==> src/rtl/frame_buffer_arbiter.sv <==
// ---------------------------------------------------------------------------
// frame_buffer_arbiter
//
// Shares one single-port synchronous frame-buffer RAM between a camera pixel
// writer and a VGA display reader. Display reads always win the RAM slot.
// Camera pixels wait in a small tagged FIFO and drain into cycles where no
// read is requested. Both sides walk linear frame addresses that restart at
// 0 on a start-of-frame marker and wrap after the last pixel of a frame.
//
// Ports:
//   clk_50      system clock
//   reset       synchronous, active-high reset
//   wr_req      camera pixel strobe
//   wr_sof      marks the strobed pixel as first of a frame
//   wr_data     camera pixel
//   wr_full     write FIFO holds WFIFO_DEPTH entries
//   overflow    sticky flag, a camera pixel was dropped
//   frame_done  one-cycle pulse when the last pixel of a frame is written
//   rd_req      display pixel request
//   rd_sof      marks the request as address 0
//   rd_data     returned display pixel
//   rd_valid    rd_data valid, three cycles after rd_req
//   mem_addr    RAM address (registered)
//   mem_we      RAM write enable (registered)
//   mem_wdata   RAM write data (registered)
//   mem_rdata   RAM read data, valid one cycle after the address edge
// ---------------------------------------------------------------------------
module frame_buffer_arbiter #(
   parameter int ADDR_W       = 17,
   parameter int DATA_W       = 3,
   parameter int FRAME_PIXELS = 76800,
   parameter int WFIFO_DEPTH  = 4
) (
   input  logic              clk_50,
   input  logic              reset,
   input  logic              wr_req,
   input  logic              wr_sof,
   input  logic [DATA_W-1:0] wr_data,
   output logic              wr_full,
   output logic              overflow,
   output logic              frame_done,
   input  logic              rd_req,
   input  logic              rd_sof,
   output logic [DATA_W-1:0] rd_data,
   output logic              rd_valid,
   output logic [ADDR_W-1:0] mem_addr,
   output logic              mem_we,
   output logic [DATA_W-1:0] mem_wdata,
   input  logic [DATA_W-1:0] mem_rdata
);

   localparam int PTR_W = $clog2(WFIFO_DEPTH);
   localparam logic [ADDR_W-1:0] LAST_ADDR  = ADDR_W'(FRAME_PIXELS - 1);
   localparam logic [PTR_W:0]    FULL_COUNT = (PTR_W + 1)'(WFIFO_DEPTH);

   typedef enum logic {
      WAIT_SOF,
      RUN
   } wr_state_t;

   wr_state_t wr_state;
   wr_state_t wr_state_next;

   logic              push;
   logic              accept;
   logic              pop;
   logic              fifo_full;
   logic              fifo_empty;
   logic [PTR_W-1:0]  wr_ptr;
   logic [PTR_W-1:0]  rd_ptr;
   logic [PTR_W:0]    count;
   logic [PTR_W:0]    count_next;
   logic [DATA_W:0]   fifo_mem [WFIFO_DEPTH];
   logic [DATA_W:0]   head;
   logic [ADDR_W-1:0] wr_addr;
   logic [ADDR_W-1:0] rd_addr;
   logic [ADDR_W-1:0] wr_slot_addr;
   logic [ADDR_W-1:0] rd_slot_addr;
   logic              addr_valid;
   logic              data_pending;

   function automatic logic [ADDR_W-1:0] next_addr(input logic [ADDR_W-1:0] a);
      return (a == LAST_ADDR) ? '0 : a + 1'b1;
   endfunction

   // Until the camera delivers a start-of-frame pixel we have no idea where
   // in the frame its stream is, so stray pixels are thrown away quietly.
   // Once synchronised, every strobe is pushed; only reset resynchronises.
   always_comb begin
      wr_state_next = wr_state;
      push          = 1'b0;
      case (wr_state)
         WAIT_SOF: begin
            if (wr_req && wr_sof) begin
               push          = 1'b1;
               wr_state_next = RUN;
            end
         end
         RUN: begin
            push = wr_req;
         end
         default: begin
            wr_state_next = WAIT_SOF;
         end
      endcase
   end

   // Write FSM state register.
   always_ff @(posedge clk_50) begin
      if (reset) begin
         wr_state <= WAIT_SOF;
      end else begin
         wr_state <= wr_state_next;
      end
   end

   // A full FIFO refuses the push even when the head leaves in the same
   // cycle, so fullness is judged on the count before any pop. The FIFO
   // drains only in cycles the display does not claim.
   always_comb begin
      fifo_full    = (count == FULL_COUNT);
      fifo_empty   = (count == '0);
      accept       = push && !fifo_full;
      pop          = !rd_req && !fifo_empty;
      head         = fifo_mem[rd_ptr];
      wr_slot_addr = head[DATA_W] ? '0 : wr_addr;
      rd_slot_addr = rd_sof ? '0 : rd_addr;
      count_next   = count;
      if (accept && !pop) begin
         count_next = count + 1'b1;
      end else if (!accept && pop) begin
         count_next = count - 1'b1;
      end
   end

   // FIFO storage holds the sof tag above the pixel bits. It needs no reset
   // because the pointers and count decide which entries are meaningful.
   always_ff @(posedge clk_50) begin
      if (accept) begin
         fifo_mem[wr_ptr] <= {wr_sof, wr_data};
      end
   end

   // FIFO bookkeeping plus the full and sticky overflow flags. Pointers wrap
   // on their own because the depth is a power of two.
   always_ff @(posedge clk_50) begin
      if (reset) begin
         wr_ptr   <= '0;
         rd_ptr   <= '0;
         count    <= '0;
         wr_full  <= 1'b0;
         overflow <= 1'b0;
      end else begin
         if (accept) begin
            wr_ptr <= wr_ptr + 1'b1;
         end
         if (pop) begin
            rd_ptr <= rd_ptr + 1'b1;
         end
         count   <= count_next;
         wr_full <= (count_next == FULL_COUNT);
         if (push && fifo_full) begin
            overflow <= 1'b1;
         end
      end
   end

   // Slot arbiter driving the RAM port. A read request always takes the
   // slot; otherwise the FIFO head is written. A sof-tagged entry or request
   // restarts its side at address 0, and each side steps its own address
   // past whatever it just used. In idle cycles the address is left alone.
   always_ff @(posedge clk_50) begin
      if (reset) begin
         mem_addr   <= '0;
         mem_we     <= 1'b0;
         mem_wdata  <= '0;
         frame_done <= 1'b0;
         wr_addr    <= '0;
         rd_addr    <= '0;
      end else begin
         mem_we     <= 1'b0;
         frame_done <= 1'b0;
         if (rd_req) begin
            mem_addr <= rd_slot_addr;
            rd_addr  <= next_addr(rd_slot_addr);
         end else if (pop) begin
            mem_addr   <= wr_slot_addr;
            mem_we     <= 1'b1;
            mem_wdata  <= head[DATA_W-1:0];
            wr_addr    <= next_addr(wr_slot_addr);
            frame_done <= (wr_slot_addr == LAST_ADDR);
         end
      end
   end

   // Read return path: one stage tracks the address on the RAM port, the
   // next tracks the RAM data cycle, then the pixel is captured. Writes never
   // touch this path, so the latency stays fixed at three cycles, and reset
   // cancels anything in flight.
   always_ff @(posedge clk_50) begin
      if (reset) begin
         addr_valid   <= 1'b0;
         data_pending <= 1'b0;
         rd_valid     <= 1'b0;
         rd_data      <= '0;
      end else begin
         addr_valid   <= rd_req;
         data_pending <= addr_valid;
         rd_valid     <= data_pending;
         if (data_pending) begin
            rd_data <= mem_rdata;
         end
      end
   end

endmodule
==> config.mk <==
export PLATFORM = sky130hd
export DESIGN_NAME = frame_buffer_arbiter
export DESIGN_NICKNAME = d
export VERILOG_FILES = /design/src/rtl/frame_buffer_arbiter.sv
export SDC_FILE = /design/constraint.sdc
export NUM_CORES = 1
export LEC_CHECK = 0
export BUFFER_PORTS_ARGS = -buffer_cell sky130_fd_sc_hd__buf_2
export CORE_UTILIZATION = 59
export DETAILED_ROUTE_END_ITERATION = 8
export PLACE_DENSITY = 0.8
export SETUP_SLACK_MARGIN = 0.4
export SLEW_MARGIN = 20
export SYNTH_ARGS = -nofsm -noshare
export SYNTH_HDL_FRONTEND = slang
export SYNTH_SLANG_ARGS = --single-unit
export TNS_END_PERCENT = 10
==> constraint.sdc <==
create_clock -name clk_50 -period 6.3 [get_ports clk_50]
set_clock_uncertainty 0.2 [all_clocks]
set_input_delay 0.63 -clock clk_50 [delete_from_list [all_inputs] [get_ports clk_50]]
set_output_delay 0.63 -clock clk_50 [all_outputs]
set_load 0.1 [all_outputs]
* Word-level counts from Yosys, hierarchy flattened
Memories as Yosys holds them, arrays and structs flattened. A register that Yosys moved wholly into a read port is not among the register bits.
Index checks and enable logic that the tools add are counted.
** Word-level totals
- Bits of input ports :: 12
- Memories :: 1
- Flip-flop bits (word level) :: 72
- Bits in latches :: 0
- Memory bits (read-only) :: 0
- RAM bits :: 16
** Memory list
- fifo_mem :: words 4, width 4, rd ports 1, clocked after Yosys merged registers in 1, wr ports 1, RTL line 73 : logic [DATA_W:0] fifo_mem [WFIFO_DEPTH];
** Cells by class
- Order comparisons :: 0
- Muxes and demuxes :: 16
- Add/subtract/negate cells :: 6
- Reduce and logical (&&, ||, !) cells :: 16
- Multiply operators :: 0
- Shift operators :: 0
- Divide/modulo/power cells :: 0
- Eq/ne operators :: 4
- Bitwise logic cells :: 3
** Operators by type and width (count)
- two-way mux 17 bit :: 6
- adder 17 x 1 -> 17 bit (second input constant) :: 2
- equality test 17 bit (second input constant) :: 2
- equality test 3 bit (second input constant) :: 2
- logical AND 1 bit :: 6
- two-way mux 3 bit :: 2
- zero test 1 bit :: 5
- two-way mux 1 bit :: 5
- adder 2 x 1 -> 2 bit (second input constant) :: 2
- two-way mux 2 bit :: 2
- adder 3 x 1 -> 3 bit (second input constant) :: 1
- zero test 3 bit :: 1
- NOT 1 bit :: 3
- OR reduction 3 bit :: 1
- subtractor 3 x 1 -> 3 bit (second input constant) :: 1
- case mux 1 bit (2 select lines) :: 1
- AND reduction 2 bit :: 1
- nonzero test 2 bit :: 1
- OR reduction 2 bit :: 1

* Longest topological paths before layout
- Depth after elaboration :: 9
- Gate-level depth with buffers :: 11

* Worst setup path before layout
OpenSTA, ideal clock, no wires.
- Path kind :: register to register
- Start point :: reg (tool-made name)
- End point :: reg wr_addr[8]
- Library setup time :: 0.070 ns
- Data arrival time :: 2.622 ns
- Stages on the path, launching flop included :: 11
- Setup slack :: 3.408 ns
- Cell sequence :: dfxtp_1 mux4_2 buf_6 clkbuf_1 nor2b_1 ha_1 nand2_1 nor2_1 nand3_1 or4_1 a21oi_1
** RTL lines
- end signal, assigned :: RTL line 190 : wr_addr <= next_addr(wr_slot_addr);
- end, declared :: RTL line 75 : logic [ADDR_W-1:0] wr_addr;

==> flow_metrics.py <==
metrics = {
    "run_status": {
        "outcome": "finished, final reports clean",
    },
    "worst_setup_path": {
        "endpoint_kind": "flop",
        "crit_required_ps": 6390,
        "r2r_slack_ps": 3220,
        "cp.arrival_ps": 3160,
        "crit_type": "reg -> reg",
        "worst-path-max-fanout": 19,
        "critPathLaunchType": "flop",
    },
    "logic_synthesis": {
        "synth-warning-count": 0,
        "syn_area_sq_um": 4103,
        "synth.most_common_cell": "dfxtp_1",
        "synth_ff_type": "dfxtp_1",
        "yosysUniqueCellTypes": 56,
        "syn-num-nets": 462,
        "synth_top_family_by_area": "simple AND/OR/NAND/NOR gates",
        "synth-seq-cells": 90,
        "synth_compound_gate_area_share": 0.1610,
        "synthTopCellsByCount": "74 x dfxtp_1, 49 x nor2_1, 39 x nand2_1",
        "synth_xor_area_frac": 0.02562,
        "synth_area_leaders": "dfxtp_1 36%, edfxtp_1 12%, nor2_1 4.5%, a222oi_1 4.1%, nand2_1 3.6%",
        "seq_area_frac_synth": 0.4782,
        "synth_mux_area_frac": 0.03934,
        "ys_async_sr_fraction": 0,
        "avgSynthCellArea_sq_um": 9.303,
        "postSynthCellCount": 441,
        "synth_fa_ha_area_frac": 0.02745,
        "yosys.area_share.simple": 0.2266,
        "synth_top_area_frac": 0.3611,
        "synth.largest_area_cell": "dfxtp_1",
        "synth_edf_count": 16,
    },
    "clock_tree": {
        "cts.path.max_buffers": 2,
        "insertion_delay_ps": 360,
        "ctsHoldBuffers": 0,
        "clock_sinks": 90,
        "cts_tree": "yes",
        "root_buffer": "clkbuf_8",
        "clk_pin_slew_worst_paths_ps": 90,
        "ctsResizeCount": 0,
        "cts.repair_timing.setup_buffer_count": 0,
        "htree_levels": 3,
        "cts_buffers": 9,
    },
    "power": {
        "pwr-share-seq": 0.473,
        "p_sw_frac": 0.3504,
        "clockPowerShare": 0.278,
        "irDropWorstVdd_uv": 258.3,
        "cell_internal_pwr_uw": 904.0,
        "power.switching_uw": 487.6,
        "powerDensity_nw_per_um2": 310.7,
        "combPwrFrac": 0.249,
        "power.leakage_uw": 0.001629,
    },
    "placed_design": {
        "place_hpwl_microns": 6338,
        "post-place-ws_ps": 3258,
        "postPlaceCellArea_sq_um": 4283,
        "portBuffers": 39,
        "gp_routability_congestion": 0.8733,
    },
    "die": {
        "dieHeight_microns": 85.39,
        "fp.dieW_microns": 85.39,
        "dieArea_sq_um": 7291,
        "num_rows": 30,
        "top_level_ports": 40,
        "start_util": 0.6072,
        "core_area_sq_um": 6756,
    },
    "final_layout": {
        "drive_above_1_share": 0.1343,
        "synthToLayoutAreaGrowth_pct": 9.180,
        "finalInstanceArea_sq_um": 4479,
        "seq_area_sq_um": 1962,
        "antenna_cells": 0,
        "multi_input_area_sq_um": 1972,
        "fill_cells": 547,
        "num-nets-final": 485,
    },
    "min_path": {
        "hold_class": "reg -> reg",
    },
    "global_route": {
        "grt_pass1_vias": 3098,
        "grt_overflow": 0,
        "grt.total_usage": 0.2643,
        "antenna_found_initial": 0,
        "grt_max_degree": 54,
        "grt_pass1_wl_microns": 15010,
    },
    "routing": {
        "via_per_inst": 6.412,
        "drt_iter0_drc": 389,
        "remaining_drc_errors": 0,
        "vias": 3520,
        "ant_nets": 0,
        "routed_wl_microns": 9205,
        "first_pass_iters": 6,
        "wl_per_cell_microns": 16.77,
    },
    "sta": {
        "slew_headroom": 0.2537,
        "final_hold_viol_count": 0,
        "fin_crit_ps": 3075,
        "fin_crit_sh": 0.4881,
        "timing.final.ws_setup_ps": 3225,
        "max_freq_mhz": 325.2,
        "setup_viol": 0,
        "final_max_slew_viol_count": 0,
        "worst_slew_pin_slew_ps": 1109,
        "rsz0062_at_grt": "false",
        "fin_setup_tns_ps": 0,
    },
    "run": {
        "maxCapViolCount": 0,
    },
}
layout by cell type (no fill, tap or decap), types with 3 or more instances in the layout:
| cell | count |
|---|---|
| inv_1 | 13 |
| edfxtp_1 | 16 |
| a222oi_1 | 17 |
| nor3_1 | 12 |
| a21oi_1 | 16 |
| ha_1 | 9 |
| or3_1 | 4 |
| a41oi_1 | 3 |
| mux4_1 | 3 |
| o21ai_0 | 22 |
| a22oi_1 | 4 |
| clkinv_4 | 3 |
| or4_1 | 3 |
| mux2i_1 | 6 |
| clkbuf_8 | 9 |
| nand4_1 | 6 |
| o211ai_1 | 3 |
| a31oi_1 | 10 |
| xor2_1 | 3 |
| and3_1 | 8 |
| nor2b_1 | 13 |
| dfxtp_1 | 74 |
| and2_1 | 3 |
| nand2_1 | 39 |
| xnor2_1 | 9 |
| nand3_1 | 27 |
| nand2b_1 | 3 |
| nor2_1 | 49 |
| buf_2 | 39 |
final cells by class:
type,count,area share
inverters,13,0.01089
clock buffers,9,0.02765
flip-flops and latches,90,0.4380
repair buffers,40,0.04525
multi-input cells,310,0.4402
clock inverters,7,0.01564
well taps,80,0.02235
power groups by stage:
stage,Combinational [uW],Sequential (uW),Clock (uW)
2_1_floorplan,207,740,0
3_3_place_gp,329,668,0
5_1_grt,373,662,419
6_report,347,658,387
3_5_place_dp,337,671,0
4_1_cts,342,658,391
state kept, by name, summed over array words and instances, names as in the netlist, 2 cells and up, named ones only:
signal,cells
wr_ptr,2
rd_ptr,2
mem_wdata,3
fifo_mem,16
mem_addr,17
count,3
rd_data,3
rd_addr,17
wr_addr,17
per-stage QoR:
stage	power, uW	utilization	hold WS [ps]	std cells
floorplan	947.0	-	213.8	441
global placement	996.5	0.6339	231.9	533
detailed placement	1008	0.6339	230.1	533
CTS	1390	0.6626	258.4	549
global route	1455	0.6630	273.7	549
finish	1392	0.6630	254.5	549
logic make-up (layout without fill, tap and decap cells):
kind of cell | after synthesis | count (layout)
DFF | 90 | 90
buffers and inverters | 41 | 69
muxes | 10 | 10
adders and majority gates | 9 | 9
xor gates and xnor gates | 12 | 12
AOI/OAI and AO/OA | 94 | 94
and+or+nand+nor | 185 | 185
per-layer routing:
layer / track usage / part of all wire / vias to the layer above
met3: 0.04961 / 0.064 / 21
met2: 0.4238 / 0.48 / 169
met1: 0.3423 / 0.43 / 1646
met4: 0.1379 / 0.027 / 0
met5: 0 / 0 / -
li1: - / - / 1684
final timing paths:
kind	start	endpoint	depth (start not counted)
min	mem_wdata[0]$_SDFFE_PP0P_	mem_wdata[0]$_SDFFE_PP0P_	2
min reg2reg	mem_wdata[0]$_SDFFE_PP0P_	mem_wdata[0]$_SDFFE_PP0P_	2
max reg2reg	flop	wr_addr[8]$_SDFFE_PP0P_	8
max	flop	wr_addr[8]$_SDFFE_PP0P_	8
critical path, stage by stage, from the launching register on:
cell and delay, ps:
dfxtp_1 440, mux4_2 720, nor2b_1 170, ha_1 240, nand2_1 90, nor2_1 470, nand3_1 120, or4_1 410
a21oi_1 140
No activity file was read; power rests on OpenSTA's default activity.
